**config.mk**
```make
export PLATFORM = sky130hd
export DESIGN_NAME = mem_stage
export DESIGN_NICKNAME = d
export VERILOG_FILES = /design/src/rtl/mem_pkg.sv /design/src/rtl/mem_load_ext.sv /design/src/rtl/mem_stage.sv
export SDC_FILE = /design/constraint.sdc
export NUM_CORES = 1
export LEC_CHECK = 0
export CORE_ASPECT_RATIO = 0.5
export CORE_UTILIZATION = 63
export DETAILED_ROUTE_END_ITERATION = 7
export DONT_BUFFER_PORTS = 1
export PLACE_DENSITY = 0.85
export SYNTH_ARGS = -nofsm -noshare
export SYNTH_HDL_FRONTEND = slang
export SYNTH_SLANG_ARGS = --single-unit
```
**constraint.sdc**
```tcl
create_clock -name CLK -period 4.5 [get_ports CLK]
set_clock_uncertainty 0.15 [all_clocks]
set_input_delay 0.675 -clock CLK [delete_from_list [all_inputs] [get_ports CLK]]
set_output_delay 0.675 -clock CLK [all_outputs]
set_load 0.005 [all_outputs]
```
**src/rtl/mem_pkg.sv**
```systemverilog
`default_nettype none
// ============================================================================
// Module      : mem_pkg
// Description : Shared types and constants for the memory-access stage.
//               FSM state encoding, RV32 load/store funct3 codes and the
//               byte-strobe helper used to position store lanes.
// Revision    : 1.0 - initial release
// ============================================================================
package mem_pkg;

  typedef enum logic [1:0] {
    S_IDLE   = 2'd0,
    S_ACCESS = 2'd1,
    S_DONE   = 2'd2
  } state_t;

  // Load funct3 codes
  localparam logic [2:0] F3_LB  = 3'b000;
  localparam logic [2:0] F3_LH  = 3'b001;
  localparam logic [2:0] F3_LW  = 3'b010;
  localparam logic [2:0] F3_LBU = 3'b100;
  localparam logic [2:0] F3_LHU = 3'b101;

  // Store funct3 codes
  localparam logic [2:0] F3_SB  = 3'b000;
  localparam logic [2:0] F3_SH  = 3'b001;
  localparam logic [2:0] F3_SW  = 3'b010;

  // Byte enables for an access of size funct3[1:0] at byte offset off.
  // Only called for legal, aligned accesses, so the shift never overflows.
  function automatic logic [3:0] strb_mask(input logic [2:0] funct3,
                                           input logic [1:0] off);
    logic [3:0] m;
    case (funct3[1:0])
      2'b00:   m = 4'b0001;
      2'b01:   m = 4'b0011;
      default: m = 4'b1111;
    endcase
    return m << off;
  endfunction

endpackage
`default_nettype wire

```
**src/rtl/mem_load_ext.sv**
```systemverilog
`default_nettype none
// ============================================================================
// Module      : mem_load_ext
// Description : Combinational load-data extractor. Selects the addressed
//               byte/halfword lane of a read word and sign- or zero-extends.
// Ports       : i_rdata  - read word from the data bus
//               i_off    - byte offset addr[1:0]
//               i_funct3 - load size/sign code
//               o_data   - extended result
// Revision    : 1.0 - initial release
// ============================================================================
module mem_load_ext
  import mem_pkg::*;
#(
  parameter int XLEN = 32
) (
  input  logic [XLEN-1:0] i_rdata,
  input  logic [1:0]      i_off,
  input  logic [2:0]      i_funct3,
  output logic [XLEN-1:0] o_data
);

  logic [XLEN-1:0] w_shift;
  logic [7:0]      w_byte;
  logic [15:0]     w_half;

  // Bring the addressed lane down to bit 0
  assign w_shift = i_rdata >> {i_off, 3'b000};
  assign w_byte  = w_shift[7:0];
  assign w_half  = w_shift[15:0];

  always_comb begin
    o_data = i_rdata;
    case (i_funct3)
      F3_LB:   o_data = {{(XLEN-8){w_byte[7]}}, w_byte};
      F3_LH:   o_data = {{(XLEN-16){w_half[15]}}, w_half};
      F3_LBU:  o_data = {{(XLEN-8){1'b0}}, w_byte};
      F3_LHU:  o_data = {{(XLEN-16){1'b0}}, w_half};
      default: o_data = i_rdata;
    endcase
  end

endmodule
`default_nettype wire

```
**src/rtl/mem_stage.sv**
```systemverilog
`default_nettype none
// ============================================================================
// Module      : mem_stage
// Description : Pipeline memory-access stage. Accepts one execute result per
//               handshake, runs a single-outstanding load/store on the data
//               bus, extends load data and hands {rd, data} to writeback.
//               Exports a load-use hazard indication for decode.
// Ports       : CLK/RSTN          - clock, synchronous active-low reset
//               EX_*              - execute result handshake and payload
//               MEM_*             - data-memory bus (req/ack)
//               WB_*              - writeback handshake and payload
//               MEM_HAZARD(_SEL)  - pending load and its rd
//               MEM_FAULT         - one-cycle misalign/illegal-funct3 pulse
// Revision    : 1.0 - initial release
// ============================================================================
module mem_stage
  import mem_pkg::*;
#(
  parameter int XCNT = 32,
  parameter int XLEN = 32
) (
  input  logic                     CLK,
  input  logic                     RSTN,
  input  logic                     EX_VALID,
  output logic                     EX_READY,
  input  logic                     EX_LOAD,
  input  logic                     EX_STORE,
  input  logic [2:0]               EX_FUNCT3,
  input  logic [$clog2(XCNT)-1:0]  EX_RD,
  input  logic                     EX_RD_WRITE,
  input  logic [XLEN-1:0]          EX_ALU_RESULT,
  input  logic [XLEN-1:0]          EX_STORE_DATA,
  output logic                     MEM_REQ,
  output logic                     MEM_WE,
  output logic [XLEN-1:0]          MEM_ADDR,
  output logic [XLEN-1:0]          MEM_WDATA,
  output logic [3:0]               MEM_WSTRB,
  input  logic                     MEM_ACK,
  input  logic [XLEN-1:0]          MEM_RDATA,
  output logic                     WB_ENABLED,
  input  logic                     WB_READY,
  output logic [$clog2(XCNT)-1:0]  WB_WRITE_SEL,
  output logic [XLEN-1:0]          WB_WRITE_DATA,
  output logic                     MEM_HAZARD,
  output logic [$clog2(XCNT)-1:0]  MEM_HAZARD_SEL,
  output logic                     MEM_FAULT
);

  localparam int RW = $clog2(XCNT);

  state_t          r_state, w_state_nxt;
  logic            r_mem_req, w_mem_req_nxt;
  logic            r_mem_we, w_mem_we_nxt;
  logic [XLEN-1:0] r_mem_addr, w_mem_addr_nxt;
  logic [XLEN-1:0] r_mem_wdata, w_mem_wdata_nxt;
  logic [3:0]      r_mem_wstrb, w_mem_wstrb_nxt;
  logic            r_wb_en, w_wb_en_nxt;
  logic [RW-1:0]   r_wb_sel, w_wb_sel_nxt;
  logic [XLEN-1:0] r_wb_data, w_wb_data_nxt;
  logic            r_hazard, w_hazard_nxt;
  logic [RW-1:0]   r_hazard_sel, w_hazard_sel_nxt;
  logic            r_fault, w_fault_nxt;

  // Transaction context kept across ACCESS for load extraction and writeback
  logic            r_load;
  logic [2:0]      r_funct3;
  logic [1:0]      r_off;
  logic [RW-1:0]   r_rd;
  logic            r_rd_write;

  logic            w_accept;
  logic            w_legal;
  logic            w_misal;
  logic            w_fault;
  logic            w_writes_rd;
  logic [XLEN-1:0] w_ext;

  assign EX_READY = (r_state == S_IDLE) && RSTN;
  assign w_accept = EX_VALID && EX_READY;
  assign w_writes_rd = EX_RD_WRITE && (EX_RD != '0);

  // funct3 legality depends on direction; both-high is always a fault
  always_comb begin
    w_legal = 1'b0;
    if (EX_LOAD) begin
      case (EX_FUNCT3)
        F3_LB, F3_LH, F3_LW, F3_LBU, F3_LHU: w_legal = 1'b1;
        default:                             w_legal = 1'b0;
      endcase
    end else begin
      case (EX_FUNCT3)
        F3_SB, F3_SH, F3_SW: w_legal = 1'b1;
        default:             w_legal = 1'b0;
      endcase
    end
  end

  assign w_misal = ((EX_FUNCT3[1:0] == 2'b01) && EX_ALU_RESULT[0]) ||
                   ((EX_FUNCT3[1:0] == 2'b10) && (EX_ALU_RESULT[1:0] != 2'b00));
  assign w_fault = (EX_LOAD && EX_STORE) ||
                   ((EX_LOAD || EX_STORE) && (!w_legal || w_misal));

  mem_load_ext #(.XLEN(XLEN)) u_load_ext (
    .i_rdata  (MEM_RDATA),
    .i_off    (r_off),
    .i_funct3 (r_funct3),
    .o_data   (w_ext)
  );

  always_comb begin
    w_state_nxt      = r_state;
    w_mem_req_nxt    = r_mem_req;
    w_mem_we_nxt     = r_mem_we;
    w_mem_addr_nxt   = r_mem_addr;
    w_mem_wdata_nxt  = r_mem_wdata;
    w_mem_wstrb_nxt  = r_mem_wstrb;
    w_wb_en_nxt      = r_wb_en;
    w_wb_sel_nxt     = r_wb_sel;
    w_wb_data_nxt    = r_wb_data;
    w_hazard_nxt     = r_hazard;
    w_hazard_sel_nxt = r_hazard_sel;
    w_fault_nxt      = 1'b0;
    unique case (r_state)
      S_IDLE: begin
        if (w_accept) begin
          if (w_fault) begin
            w_fault_nxt = 1'b1;
          end else if (!EX_LOAD && !EX_STORE) begin
            w_state_nxt   = S_DONE;
            w_wb_en_nxt   = w_writes_rd;
            w_wb_sel_nxt  = w_writes_rd ? EX_RD : '0;
            w_wb_data_nxt = w_writes_rd ? EX_ALU_RESULT : '0;
          end else begin
            w_state_nxt      = S_ACCESS;
            w_mem_req_nxt    = 1'b1;
            w_mem_we_nxt     = EX_STORE;
            w_mem_addr_nxt   = {EX_ALU_RESULT[XLEN-1:2], 2'b00};
            w_mem_wdata_nxt  = EX_STORE ? (EX_STORE_DATA << {EX_ALU_RESULT[1:0], 3'b000}) : '0;
            w_mem_wstrb_nxt  = EX_STORE ? strb_mask(EX_FUNCT3, EX_ALU_RESULT[1:0]) : 4'b0000;
            w_hazard_nxt     = EX_LOAD && w_writes_rd;
            w_hazard_sel_nxt = (EX_LOAD && w_writes_rd) ? EX_RD : '0;
          end
        end
      end
      S_ACCESS: begin
        if (MEM_ACK) begin
          w_state_nxt     = S_DONE;
          w_mem_req_nxt   = 1'b0;
          w_mem_we_nxt    = 1'b0;
          w_mem_addr_nxt  = '0;
          w_mem_wdata_nxt = '0;
          w_mem_wstrb_nxt = 4'b0000;
          if (r_load && r_rd_write && (r_rd != '0)) begin
            w_wb_en_nxt   = 1'b1;
            w_wb_sel_nxt  = r_rd;
            w_wb_data_nxt = w_ext;
          end
        end
      end
      S_DONE: begin
        if (!r_wb_en || WB_READY) begin
          w_state_nxt      = S_IDLE;
          w_wb_en_nxt      = 1'b0;
          w_wb_sel_nxt     = '0;
          w_wb_data_nxt    = '0;
          w_hazard_nxt     = 1'b0;
          w_hazard_sel_nxt = '0;
        end
      end
      default: w_state_nxt = S_IDLE;
    endcase
  end

  always_ff @(posedge CLK) begin
    if (!RSTN) begin
      r_state      <= S_IDLE;
      r_mem_req    <= 1'b0;
      r_mem_we     <= 1'b0;
      r_mem_addr   <= '0;
      r_mem_wdata  <= '0;
      r_mem_wstrb  <= 4'b0000;
      r_wb_en      <= 1'b0;
      r_wb_sel     <= '0;
      r_wb_data    <= '0;
      r_hazard     <= 1'b0;
      r_hazard_sel <= '0;
      r_fault      <= 1'b0;
      r_load       <= 1'b0;
      r_funct3     <= 3'b000;
      r_off        <= 2'b00;
      r_rd         <= '0;
      r_rd_write   <= 1'b0;
    end else begin
      r_state      <= w_state_nxt;
      r_mem_req    <= w_mem_req_nxt;
      r_mem_we     <= w_mem_we_nxt;
      r_mem_addr   <= w_mem_addr_nxt;
      r_mem_wdata  <= w_mem_wdata_nxt;
      r_mem_wstrb  <= w_mem_wstrb_nxt;
      r_wb_en      <= w_wb_en_nxt;
      r_wb_sel     <= w_wb_sel_nxt;
      r_wb_data    <= w_wb_data_nxt;
      r_hazard     <= w_hazard_nxt;
      r_hazard_sel <= w_hazard_sel_nxt;
      r_fault      <= w_fault_nxt;
      if (w_accept) begin
        r_load     <= EX_LOAD;
        r_funct3   <= EX_FUNCT3;
        r_off      <= EX_ALU_RESULT[1:0];
        r_rd       <= EX_RD;
        r_rd_write <= EX_RD_WRITE;
      end
    end
  end

  assign MEM_REQ        = r_mem_req;
  assign MEM_WE         = r_mem_we;
  assign MEM_ADDR       = r_mem_addr;
  assign MEM_WDATA      = r_mem_wdata;
  assign MEM_WSTRB      = r_mem_wstrb;
  assign WB_ENABLED     = r_wb_en;
  assign WB_WRITE_SEL   = r_wb_sel;
  assign WB_WRITE_DATA  = r_wb_data;
  assign MEM_HAZARD     = r_hazard;
  assign MEM_HAZARD_SEL = r_hazard_sel;
  assign MEM_FAULT      = r_fault;

endmodule
`default_nettype wire

```
### After elaboration in Yosys (flattened, before gate mapping)

Index checks and enable logic that the tools add are counted.

| cells by class | value |
|---|---|
| eq/ne operators | 18 |
| shifts and indexed selects | 3 |
| multiplexer cells | 73 |
| reductions and logical operators | 37 |

Operators with widths:

| cell | number |
|---|---|
| $mux W32 | 15 |
| $pmux W32 S2 | 2 |
| $pmux W32 S4 | 1 |
| $pmux W32 S3 | 1 |
| $mux W5 | 11 |
| $mux W4 | 9 |
| $shl A32 B5 Y32 | 1 |
| $shr A32 B5 Y16 | 1 |
| $mux W1 | 20 |
| $pmux W4 S2 | 2 |
| $pmux W5 S3 | 1 |
| $eq A3 B3 Y1 const B | 4 |
| $ne A2 B2 Y1 const B | 6 |
| $logic_and A1 B1 Y1 | 11 |
| $mux W2 | 5 |
| $pmux W5 S2 | 1 |
| $reduce_and A5 Y1 | 2 |
| $reduce_bool A5 Y1 | 2 |
| $reduce_and A7 Y1 | 1 |
| $eq A3 B1 Y1 const B | 2 |
| $logic_not A3 Y1 | 2 |
| $pmux W1 S2 | 3 |
| $pmux W2 S3 | 1 |
| $reduce_bool A2 Y1 | 3 |
| other kinds (14) | 24 |

| word-level totals | value |
|---|---|
| bits in registers | 129 |
| input bits | 112 |
| output and inout bits | 116 |

### Longest topological paths before layout

Gate-level depths: netlist (run 1).

| logic depth | value |
|---|---|
| word-level depth | 17 |
| mapped depth | 9 |
| depth with buffers taken out | 6 |

### By module

Synthesis (run 1) repeated with hierarchy kept, for this count alone.

| second synthesis, totals | value |
|---|---|
| cell total of the unflattened synthesis | 763 |
| area total of the unflattened synthesis | 6382.4 um^2 |

By module, submodules not included:

| module | instances | cells each | area each (um^2) | seq. area each (um^2) |
|---|---|---|---|---|
| mem_stage | 1 | 657 | 5690.5 | 2542.4 |
| mem_load_ext | 1 | 106 | 691.9 | 0.0 |

### Worst setup path before layout (run 1)

Ideal clock, no wire load.

| timing | value |
|---|---|
| path type | input to output |
| start | input port RSTN |
| end | output port EX_READY |
| arrival | 1543 ps |
| data required time | 3675 ps |
| slack | 2132 ps |
| stages on the path | 5 |
| buffers on the path | 3 |
| cells stage by stage | buf_2 -> inv_1 -> clkbuf_1 -> clkbuf_1 -> nor2_1 |

| between the ends | value |
|---|---|
| word-level cells in the longest chain between the ends | 1 |

Ends and longest elaborated chain:

| what | line | source |
|---|---|---|
| from (decl) | mem_stage.sv:23 | `input logic RSTN,` |
| $logic_and A1 B1 Y1 | mem_stage.sv:78 | `assign EX_READY = (r_state == S_IDLE) && RSTN;` |
| to (decl) | mem_stage.sv:25 | `output logic EX_READY,` |

Every way passes these cells.

### Final worst setup path (run 1)

| timing | value |
|---|---|
| start | register r_off[1] |
| end | register r_wb_data[22] (netlist: WB_WRITE_DATA[22]) |

| between the ends | value |
|---|---|
| word-level cells in the longest chain between the ends | 5 |

Ends and longest elaborated chain:

| what | line | source |
|---|---|---|
| from (decl) | mem_stage.sv:67 | `logic [1:0] r_off;` |
| from (signal assigned) | mem_stage.sv:209 | `r_off <= EX_ALU_RESULT[1:0];` |
| $shr A32 B5 Y16 | mem_load_ext.sv:28 | `assign w_shift = i_rdata >> {i_off, 3'b000};` |
| $pmux W32 S4 | mem_load_ext.sv:34 | `case (i_funct3)` |
| $mux W32 | mem_stage.sv:153 | `if (r_load && r_rd_write && (r_rd != '0)) begin` |
| $mux W32 | mem_stage.sv:146 | `if (MEM_ACK) begin` |
| $pmux W32 S3 | mem_stage.sv:123 | `unique case (r_state)` |
| to (signal assigned) | mem_stage.sv:202 | `r_wb_data <= w_wb_data_nxt;` |
| to (decl) | mem_stage.sv:59 | `logic [XLEN-1:0] r_wb_data, w_wb_data_nxt;` |

Every way passes these cells. The select of a mux whose other input is x is not followed.
A chain may end at the register's enable or synchronous reset.

==> results of run 1 <==
worst max-delay path, delay by kind of cell, from the launching register on:
family          cells  cell delay (ns)
compound gates      2             1.30
mux                 2             0.52
flops               1             0.84
metrics by stage:
step           cells  cell area [µm²]  total power, mW  hold slack (ns)  setup slack [ns]
6_report         837             6984            2.953           0.2168             1.487
5_1_grt          837             6984            3.035           0.2164             1.465
4_1_cts          837             6984            2.944           0.2136             1.642
3_5_place_dp     805             6391            1.586           0.3072             1.715
3_3_place_gp     805             6391            1.578           0.2942             1.833
2_1_floorplan    737             6481            1.530           0.2827             2.132
report_power, final:
part           switching (mW)  total, mW  internal [mW]
clock                   0.529       1.38          0.847
sequential             0.0592       1.24           1.18
combinational           0.208      0.339          0.131
placed cells by master, fill, tap and decap left out, types with 3 or more instances in the layout:
cell	Yosys	layout
dfxtp_1	127	127
a21oi_1	88	88
nand2_1	79	79
mux2i_1	39	39
o21ai_0	38	38
o211ai_1	36	36
a311oi_1	35	35
nand4b_1	29	29
a22o_1	22	22
a22oi_1	17	17
clkbuf_16	0	17
nor2_1	16	16
inv_1	15	14
buf_4	10	14
nand3b_1	11	11
mux2_2	9	9
nand3_1	8	8
a21o_1	8	8
a211oi_1	7	7
a2bb2oi_1	7	7
nand2b_1	6	6
o2bb2ai_1	6	6
o221ai_1	6	6
ha_1	4	4
clkinv_4	0	4
nor2b_1	3	3
and2_1	3	3
and3_1	3	3
clkinvlp_4	0	3
state kept, by name, summed over array words and instances (netlist names):
signal,cells
r_state,2
r_load,1
r_funct3,3
WB_WRITE_SEL,5
MEM_FAULT,1
r_off,2
MEM_REQ,1
MEM_HAZARD_SEL,5
MEM_WDATA,32
WB_ENABLED,1
WB_WRITE_DATA,32
MEM_WE,1
r_rd,5
MEM_WSTRB,4
MEM_ADDR,30
r_rd_write,1
MEM_HAZARD,1
cell families (layout without fill, tap and decap cells):
group / after synthesis / after routing / share of synthesized area
compound gates: 288 / 288 / 0.3060
other cells: 1 / 2 / 0.0005789
mux: 49 / 49 / 0.07939
buf+inv: 96 / 61 / 0.06760
simple gates: 170 / 170 / 0.1449
xor+xnor: 1 / 1 / 0.001352
fa+ha+maj: 4 / 4 / 0.007727
flops: 127 / 127 / 0.3925
layer usage:
layer	global-route usage	part of all wire
met5	0	0
met4	0.1368	0.021
met3	0.1205	0.12
met2	0.6036	0.47
met1	0.4361	0.39
area by class of cell:
type	count	area (µm²)	share of cell area
clock buffer	20	456.7	0.06539
multi-input combinational	514	3518	0.5038
tap	135	168.9	0.02418
inverter	15	56.30	0.008062
timing repair buffer	14	105.1	0.01505
sequential	127	2542	0.3640
clock inverter	12	136.4	0.01953
path summary, 6_finish.rpt:
kind | depth (start not counted) | startpoint | end
max | 4 | r_off[1] | WB_WRITE_DATA[22]
min | 2 | EX_RD[0] | r_rd[0]
max reg2reg | 4 | r_off[1] | WB_WRITE_DATA[22]
min reg2reg | 2 | MEM_HAZARD_SEL[4] | MEM_HAZARD_SEL[4]
==> flow_summary.toml, run 1 <==
[clocking]
clock_path_buffers = 2
h-tree-depth = 4
holdBufCountCts = 0
cts_buffers = 17
clk_latency_ns = 0.42
cts_tree = "yes"
clkTransAtPathRegs_ns = 0.06
ctsResizeCount = 0
cts_sinks = 127
root_buffer = "clkbuf_16"
post_cts_buffers = 0

[floorplanning]
core_area_mm2 = 0.009697
start_util = 0.6680
dieArea_mm2 = 0.01072
fp-row-count = 25
ios = 228
dieWidth_um = 145.4
die_h_um = 73.70

[grt]
grt_pass1_vias = 5348
antenna_found_initial = 0
grt_pass1_wl_um = 29750
grt_usage = 0.3599
overflow = 0
grt_max_degree = 48

[detailed_routing]
vias_per_cell = 7.119
vias = 5959
drc_errors = 0
routed_wl_um = 19980
ant_nets = 0
first_pass_iters = 6
wl_per_cell_um = 23.87
drtIter0Drc = 792

[synth]
yosysMostFrequentCell = "dfxtp_1"
syn_inst = 736
synth-edff-count = 0
syn_area_per_cell_um2 = 8.801
ys_seq_area_frac = 0.3925
synth_area_leaders = "dfxtp_1, a21oi_1, mux2i_1"
synthTopCellsByCount = "dfxtp_1, a21oi_1, nand2_1"
ys_seq_elements = 127
async_flop_share = 0
synthesis.area_mm2 = 0.006477
synth_ff_type = "dfxtp_1"
yosys_warnings = 0
yosys.area.top_type = "dfxtp_1"
synth.distinct_cells = 58
synth_top_area_frac = 0.3925

[sta]
finalHoldViolCount = 0
tightest_slew_ns = 1.337
finalCriticalPeriod_ns = 3.013
setup-violations-final = 0
slew-limit-headroom = 0.1046
fmax_ghz = 0.3319
rsz0062_at_grt = "no"
tns_ns = 0
fin_crit_sh = 0.6695
drv_slew = 0

[worst_setup_path]
critPathLaunchType = "flop"
crit_type = "reg -> reg"
crit_slowest_cell = "o211ai_1"
slowest_delay_ns = 1.05
cp_common_cell = "mux2i_1"
rrSetupSlack_ns = 1.49
cp.required_ns = 4.57
crit_arrival_ns = 3.09
path_cells = "mux2i_1 -> mux2i_1 -> o211ai_1 -> a311oi_1"
path_max_fanout = 18
worstSetupEndpointType = "flop"

[placement]
dp_hpwl_um = 13720
globalplace.congestion = 0.9310
io_buffers = 0

[finish]
fin_nets = 805
diodes = 0
final_util = 0.7203
n_fill_cell = 742
layout-drive-gt1-share = 0.09402
area_growth_pct = 7.823

[power]
power_density_mw_per_mm2 = 422.7
peakVddDrop_uv = 269.0
power.leakage_nw = 2.349

[outcome]
status = "finished, final reports clean"

[min_path]
hold_class = "in -> reg"

[job]
drv_cap = 0
No activity file was read; power rests on OpenSTA's default activity.
==> run 2, diff against run 1 <==
--- a/config.mk
+++ b/config.mk
@@ -5,11 +5,12 @@
 export SDC_FILE = /design/constraint.sdc
 export NUM_CORES = 1
 export LEC_CHECK = 0
+export ABC_AREA = 1
 export CORE_ASPECT_RATIO = 0.5
-export CORE_UTILIZATION = 63
+export CORE_UTILIZATION = 58
 export DETAILED_ROUTE_END_ITERATION = 7
 export DONT_BUFFER_PORTS = 1
-export PLACE_DENSITY = 0.85
+export PLACE_DENSITY = 0.82
 export SYNTH_ARGS = -nofsm -noshare
 export SYNTH_HDL_FRONTEND = slang
 export SYNTH_SLANG_ARGS = --single-unit
==> constraint.sdc (replaced) <==
create_clock -name CLK -period 2.4 [get_ports CLK]
set_clock_uncertainty 0.15 [all_clocks]
set_input_delay 0.36 -clock CLK [delete_from_list [all_inputs] [get_ports CLK]]
set_output_delay 0.36 -clock CLK [all_outputs]
set_load 0.005 [all_outputs]
==> run 2 against run 1 <==
Effect of this change:
- clock power is 88% higher
- synthesized area is 16% higher
- global-route usage is 0.97 points lower
- sequential share of layout area is 5.4 points lower
- final cell count is 64% higher
- register-to-register slack worse by 1.3 ns
==> flow_summary.toml, run 2 <==
[clocking]
h-tree-depth = 4
root_buffer = "clkbuf_16"
clk_latency_ns = 0.43
cts_buffers = 17
post_cts_buffers = 0
cts_tree = "yes"
clock_path_buffers = 2
clkTransAtPathRegs_ns = 0.07
cts_sinks = 127

[grt]
grt_max_degree = 55
grt_pass1_vias = 7228
grt_usage = 0.3502
grt_pass1_wl_um = 36650
overflow = 0
antenna_found_initial = 1

[worst_setup_path]
reg2reg_depth = 9
rrSetupSlack_ns = 0.22
critPathBufInv = 4
reg2reg_to = "MEM_ADDR[21]"
critPathTopFamily = "buffers and inverters"
path_cells = "inv_1 -> ha_1 -> buf_4 -> inv_2 -> nor2_2 -> a21oi_4 -> buf_4 -> nand4_1 -> a21oi_2"
worstSetupEndpointType = "flop"
crit_type = "reg -> reg"
cp_common_cell = "buf_4"
critPathLaunchType = "flop"
path_max_fanout = 28
cp.required_ns = 2.60
crit_arrival_ns = 2.39
slowest_delay_ns = 0.37
r2r-start = "r_state[0]"
crit_slowest_cell = "dfxtp_1"

[detailed_routing]
first_pass_iters = 5
drtIter0Drc = 701
vias_per_cell = 5.888
wl_per_cell_um = 17.09
routed_wl_um = 23400
ant_nets = 0
drc_errors = 0
vias = 8061

[sta]
slew-limit-headroom = 0.6635
drv_slew = 0
finalHoldViolCount = 0
tightest_slew_ns = 0.5040
fmax_ghz = 0.4582
rsz0062_at_grt = "no"
setup-violations-final = 0
finalCriticalPeriod_ns = 2.182
tns_ns = 0
hold_ws_ns = 0.008224
fin_crit_sh = 0.9093
fin_ws_ns = 0.2177

[synth]
synthesis.area_mm2 = 0.007497
syn_inst = 1230
synth.distinct_cells = 35
async_flop_share = 0
synth_ff_type = "dfxtp_1"
synth-edff-count = 0
synthTopCellsByCount = "nand2_1, nor2_1, dfxtp_1"
yosysMostFrequentCell = "nand2_1"
ys_seq_area_frac = 0.3391
yosys_warnings = 0
ys_seq_elements = 127
synth_area_leaders = "dfxtp_1, nand2_1, nor2_1"
syn_area_per_cell_um2 = 6.095
yosys.area.top_type = "dfxtp_1"
synth_top_area_frac = 0.3391

[placement]
io_buffers = 0
dp_hpwl_um = 16330
globalplace.congestion = 0.9675
placed_cell_area_mm2 = 0.007537
post-place-cells = 1329
place_ws_ns = 0.2612

[floorplanning]
start_util = 0.6149
core_area_mm2 = 0.01219
fp-row-count = 28
ios = 228
die_h_um = 82.40
dieWidth_um = 162.8
dieArea_mm2 = 0.01341

[min_path]
holdPathStages = 3
hold_class = "in -> reg"
hold_end = "MEM_WDATA[5]"
min_from = "EX_ALU_RESULT[0]"

[finish]
area_growth_pct = 9.463
final_util = 0.6731
final_common_cell = "nand2_1"
final_cell_mix = "nand2_1, nor2_1, dfxtp_1"
layoutNonFillerInstCount = 1369
layout-drive-gt1-share = 0.08479
post-route-cell-area_mm2 = 0.008207
fin_nets = 1306

[power]
p_total_mw = 10.56
peakVddDrop_uv = 674.1
power.leakage_nw = 3.764
power_density_mw_per_mm2 = 1286

[outcome]
status = "finished, final reports clean"

[job]
drv_cap = 0
## run 2: report_power, final
part	switching, mW	leakage, nW	internal, mW	total [mW]
logic	3.27	2.45	1.55	4.82
registers	0.466	1.03	2.67	3.14
clock network	1.11	0.275	1.49	2.60
total	4.84	3.76	5.71	10.6
## run 2: worst reg2reg max path: stages, from the launching register on
cell	delay [ns]
dfxtp_1	0.37
inv_1	0.09
ha_1	0.22
buf_4	0.16
inv_2	0.08
nor2_2	0.07
a21oi_4	0.28
buf_4	0.37
nand4_1	0.17
a21oi_2	0.14
## run 2: timing repair
| item | in CTS | in global routing |
|---|---|---|
| endpoints found under the hold margin | 54 | 0 |
| setup endpoints to repair | 0 | 3 |
| hold buffers | 7 | 0 |
| resized for setup | 0 | 1 |
## run 2: area by class of cell
class | count | area (µm²)
Sequential cell | 127 | 2542
Multi-Input combinational cell | 883 | 4036
Tap cell | 165 | 206.4
Antenna cell | 1 | 2.502
Clock buffer | 18 | 439.2
Clock inverter | 14 | 143.9
Inverter | 129 | 489.2
Fill cell | 1116 | 3985
Timing Repair Buffer | 32 | 346.6
## run 2: worst max-delay path by stage
stage               depth (start not counted)  slack (ns)           endpoint          from
floorplan                                  11        0.52       MEM_ADDR[21]    r_state[0]
global placement                            9        0.31  WB_WRITE_DATA[12]    r_state[0]
detailed placement                         11        0.26      MEM_WDATA[25]    r_state[0]
CTS                                        11        0.25      MEM_WDATA[24]    r_state[0]
global route                               13        0.07         r_state[0]  EX_FUNCT3[1]
finish                                      9        0.22       MEM_ADDR[21]    r_state[0]
## run 2: logic make-up after synthesis
| logic type | synth area share |
|---|---|
| AOI/OAI and AO/OA | 0.1180 |
| adders and majority gates | 0.006676 |
| buffers and inverters | 0.1245 |
| and+or+nand+nor | 0.4112 |
| DFF | 0.3391 |
| other | 0.0005002 |
## run 2: routing by layer
| metal | up-vias | share of wire | track usage |
|---|---|---|---|
| li1 | 3875 | - | - |
| met1 | 3670 | 0.39 | 0.4226 |
| met2 | 457 | 0.47 | 0.5957 |
| met3 | 59 | 0.11 | 0.09740 |
| met4 | 0 | 0.022 | 0.1495 |
| met5 | - | 0 | 0 |
==> run 3, diff against run 2 <==
--- a/config.mk
+++ b/config.mk
@@ -5,12 +5,11 @@
 export SDC_FILE = /design/constraint.sdc
 export NUM_CORES = 1
 export LEC_CHECK = 0
-export ABC_AREA = 1
 export CORE_ASPECT_RATIO = 0.5
-export CORE_UTILIZATION = 58
+export CORE_UTILIZATION = 63
 export DETAILED_ROUTE_END_ITERATION = 7
 export DONT_BUFFER_PORTS = 1
-export PLACE_DENSITY = 0.82
+export PLACE_DENSITY = 0.85
 export SYNTH_ARGS = -nofsm -noshare
 export SYNTH_HDL_FRONTEND = slang
 export SYNTH_SLANG_ARGS = --single-unit
==> constraint.sdc (replaced) <==
create_clock -name CLK -period 2.3 [get_ports CLK]
set_clock_uncertainty 0.15 [all_clocks]
set_input_delay 0.345 -clock CLK [delete_from_list [all_inputs] [get_ports CLK]]
set_output_delay 0.345 -clock CLK [all_outputs]
set_load 0.005 [all_outputs]
==> run 3 against run 2 <==
Effect of this change:
- wire length is 2.1% lower
- combinational power fell by 82%
- non-clock buffer count is 55 higher
==> flow_summary.toml, run 3 (same netlist as run 1, synthesis figures left out) <==
[detailed_routing]
drtIter0Drc = 789
routed_wl_um = 22920
wl_per_cell_um = 25.19
first_pass_iters = 5
ant_nets = 0
vias_per_cell = 7.167
drc_errors = 0
vias = 6522

[min_path]
hold_class = "in -> reg"

[placement]
placed_cell_area_mm2 = 0.006584
globalplace.congestion = 0.8813
post-place-cells = 824
io_buffers = 0
dp_hpwl_um = 14380
place_ws_ns = 0.1718

[clocking]
post_cts_buffers = 0
cts_tree = "yes"
clk_latency_ns = 0.43
h-tree-depth = 4
clock_path_buffers = 2
cts_buffers = 17
root_buffer = "clkbuf_16"
clkTransAtPathRegs_ns = 0.06
cts_sinks = 127

[power]
power_density_mw_per_mm2 = 762.6
peakVddDrop_uv = 565.6
p_total_mw = 5.873
power.leakage_nw = 2.679

[sta]
finalCriticalPeriod_ns = 2.262
tightest_slew_ns = 0.8690
fmax_ghz = 0.4420
fin_ws_ns = 0.03769
tns_ns = 0
setup-violations-final = 0
slew-limit-headroom = 0.4188
fin_crit_sh = 0.9836
hold_ws_ns = 0.005615
finalHoldViolCount = 0
drv_slew = 0

[finish]
diodes = 0
multi_input_area_mm2 = 0.003532
layout-drive-gt1-share = 0.1148
n_fill_cell = 621
post-route-cell-area_mm2 = 0.007701
area_growth_pct = 18.89
layoutNonFillerInstCount = 910
final_util = 0.7942
final_cell_mix = "dfxtp_1, a21oi_1, nand2_1"
final_common_cell = "dfxtp_1"
regArea_mm2 = 0.002542
fin_nets = 878

[worst_setup_path]
r2r-start = "r_state[0]"
cp.required_ns = 2.44
crit_arrival_ns = 2.40
path_max_fanout = 39
worstSetupEndpointType = "flop"
worstSetupEndpoint = "WB_WRITE_DATA[24]"
startpoint = "r_state[0]"
reg2reg_depth = 7
crit_type = "reg -> reg"
reg2reg_to = "WB_WRITE_DATA[24]"
rrSetupSlack_ns = 0.04
critPathLaunchType = "flop"

[grt]
grt_max_degree = 44
antenna_found_initial = 1
grt_pass1_vias = 6274
grt_usage = 0.4234
grt_pass1_wl_um = 34770
overflow = 0

[floorplanning]
dieWidth_um = 145.4
start_util = 0.6680
die_h_um = 73.70
dieArea_mm2 = 0.01072
ios = 228
fp-row-count = 25
core_area_mm2 = 0.009697

[job]
drv_cap = 0

[outcome]
status = "finished, final reports clean"
-- run 3: final cells by class --
| class | instances | area share |
|---|---|---|
| Inverter | 15 | 0.007311 |
| Sequential cell | 127 | 0.3301 |
| Clock buffer | 17 | 0.05524 |
| Timing Repair Buffer | 87 | 0.1093 |
| Tap cell | 135 | 0.02193 |
| Clock inverter | 15 | 0.01738 |
| Multi-Input combinational cell | 514 | 0.4587 |
-- run 3: layer usage --
| layer | track usage | vias up | wire, µm |
|---|---|---|---|
| met4 | 0.2444 | 2 | 1105 |
| met2 | 0.6971 | 524 | 10620 |
| met5 | 0 | - | 13 |
| li1 | - | 2839 | - |
| met3 | 0.1491 | 119 | 2742 |
| met1 | 0.4905 | 3038 | 8438 |
-- run 3: timing repair --
item | in CTS | in global routing
setup endpoints to repair | 0 | 17
resized for setup | 0 | 5
hold buffers | 54 | 0
endpoints found under the hold margin | 78 | 0
-- run 3: report_power, final --
group	internal, mW	switching [mW]	total [mW]
sequential	2.30	0.0953	2.40
clock	1.49	1.13	2.62
combinational	0.357	0.495	0.852
total	4.15	1.72	5.87
-- run 3: worst min-delay path by stage --
stage	startpoint	end	slack, ns	cells past startpoint
finish	EX_STORE_DATA[11]	MEM_WDATA[19]	0.006	3
detailed placement	MEM_HAZARD_SEL[0]	MEM_HAZARD_SEL[0]	0.31	2
floorplan	r_load	r_load	0.28	2
global placement	r_funct3[2]	r_funct3[2]	0.30	2
global route	EX_ALU_RESULT[9]	WB_WRITE_DATA[9]	0.03	2
CTS	EX_STORE_DATA[10]	MEM_WDATA[18]	0.003	3
-- run 3: worst max-delay path: stages, from the launching register on --
cell	delay [ns]
dfxtp_1	0.35
inv_1	0.08
ha_1	0.28
o21a_1	0.18
and4b_1	0.36
buf_12	0.23
a21oi_1	0.09
a311oi_1	0.38
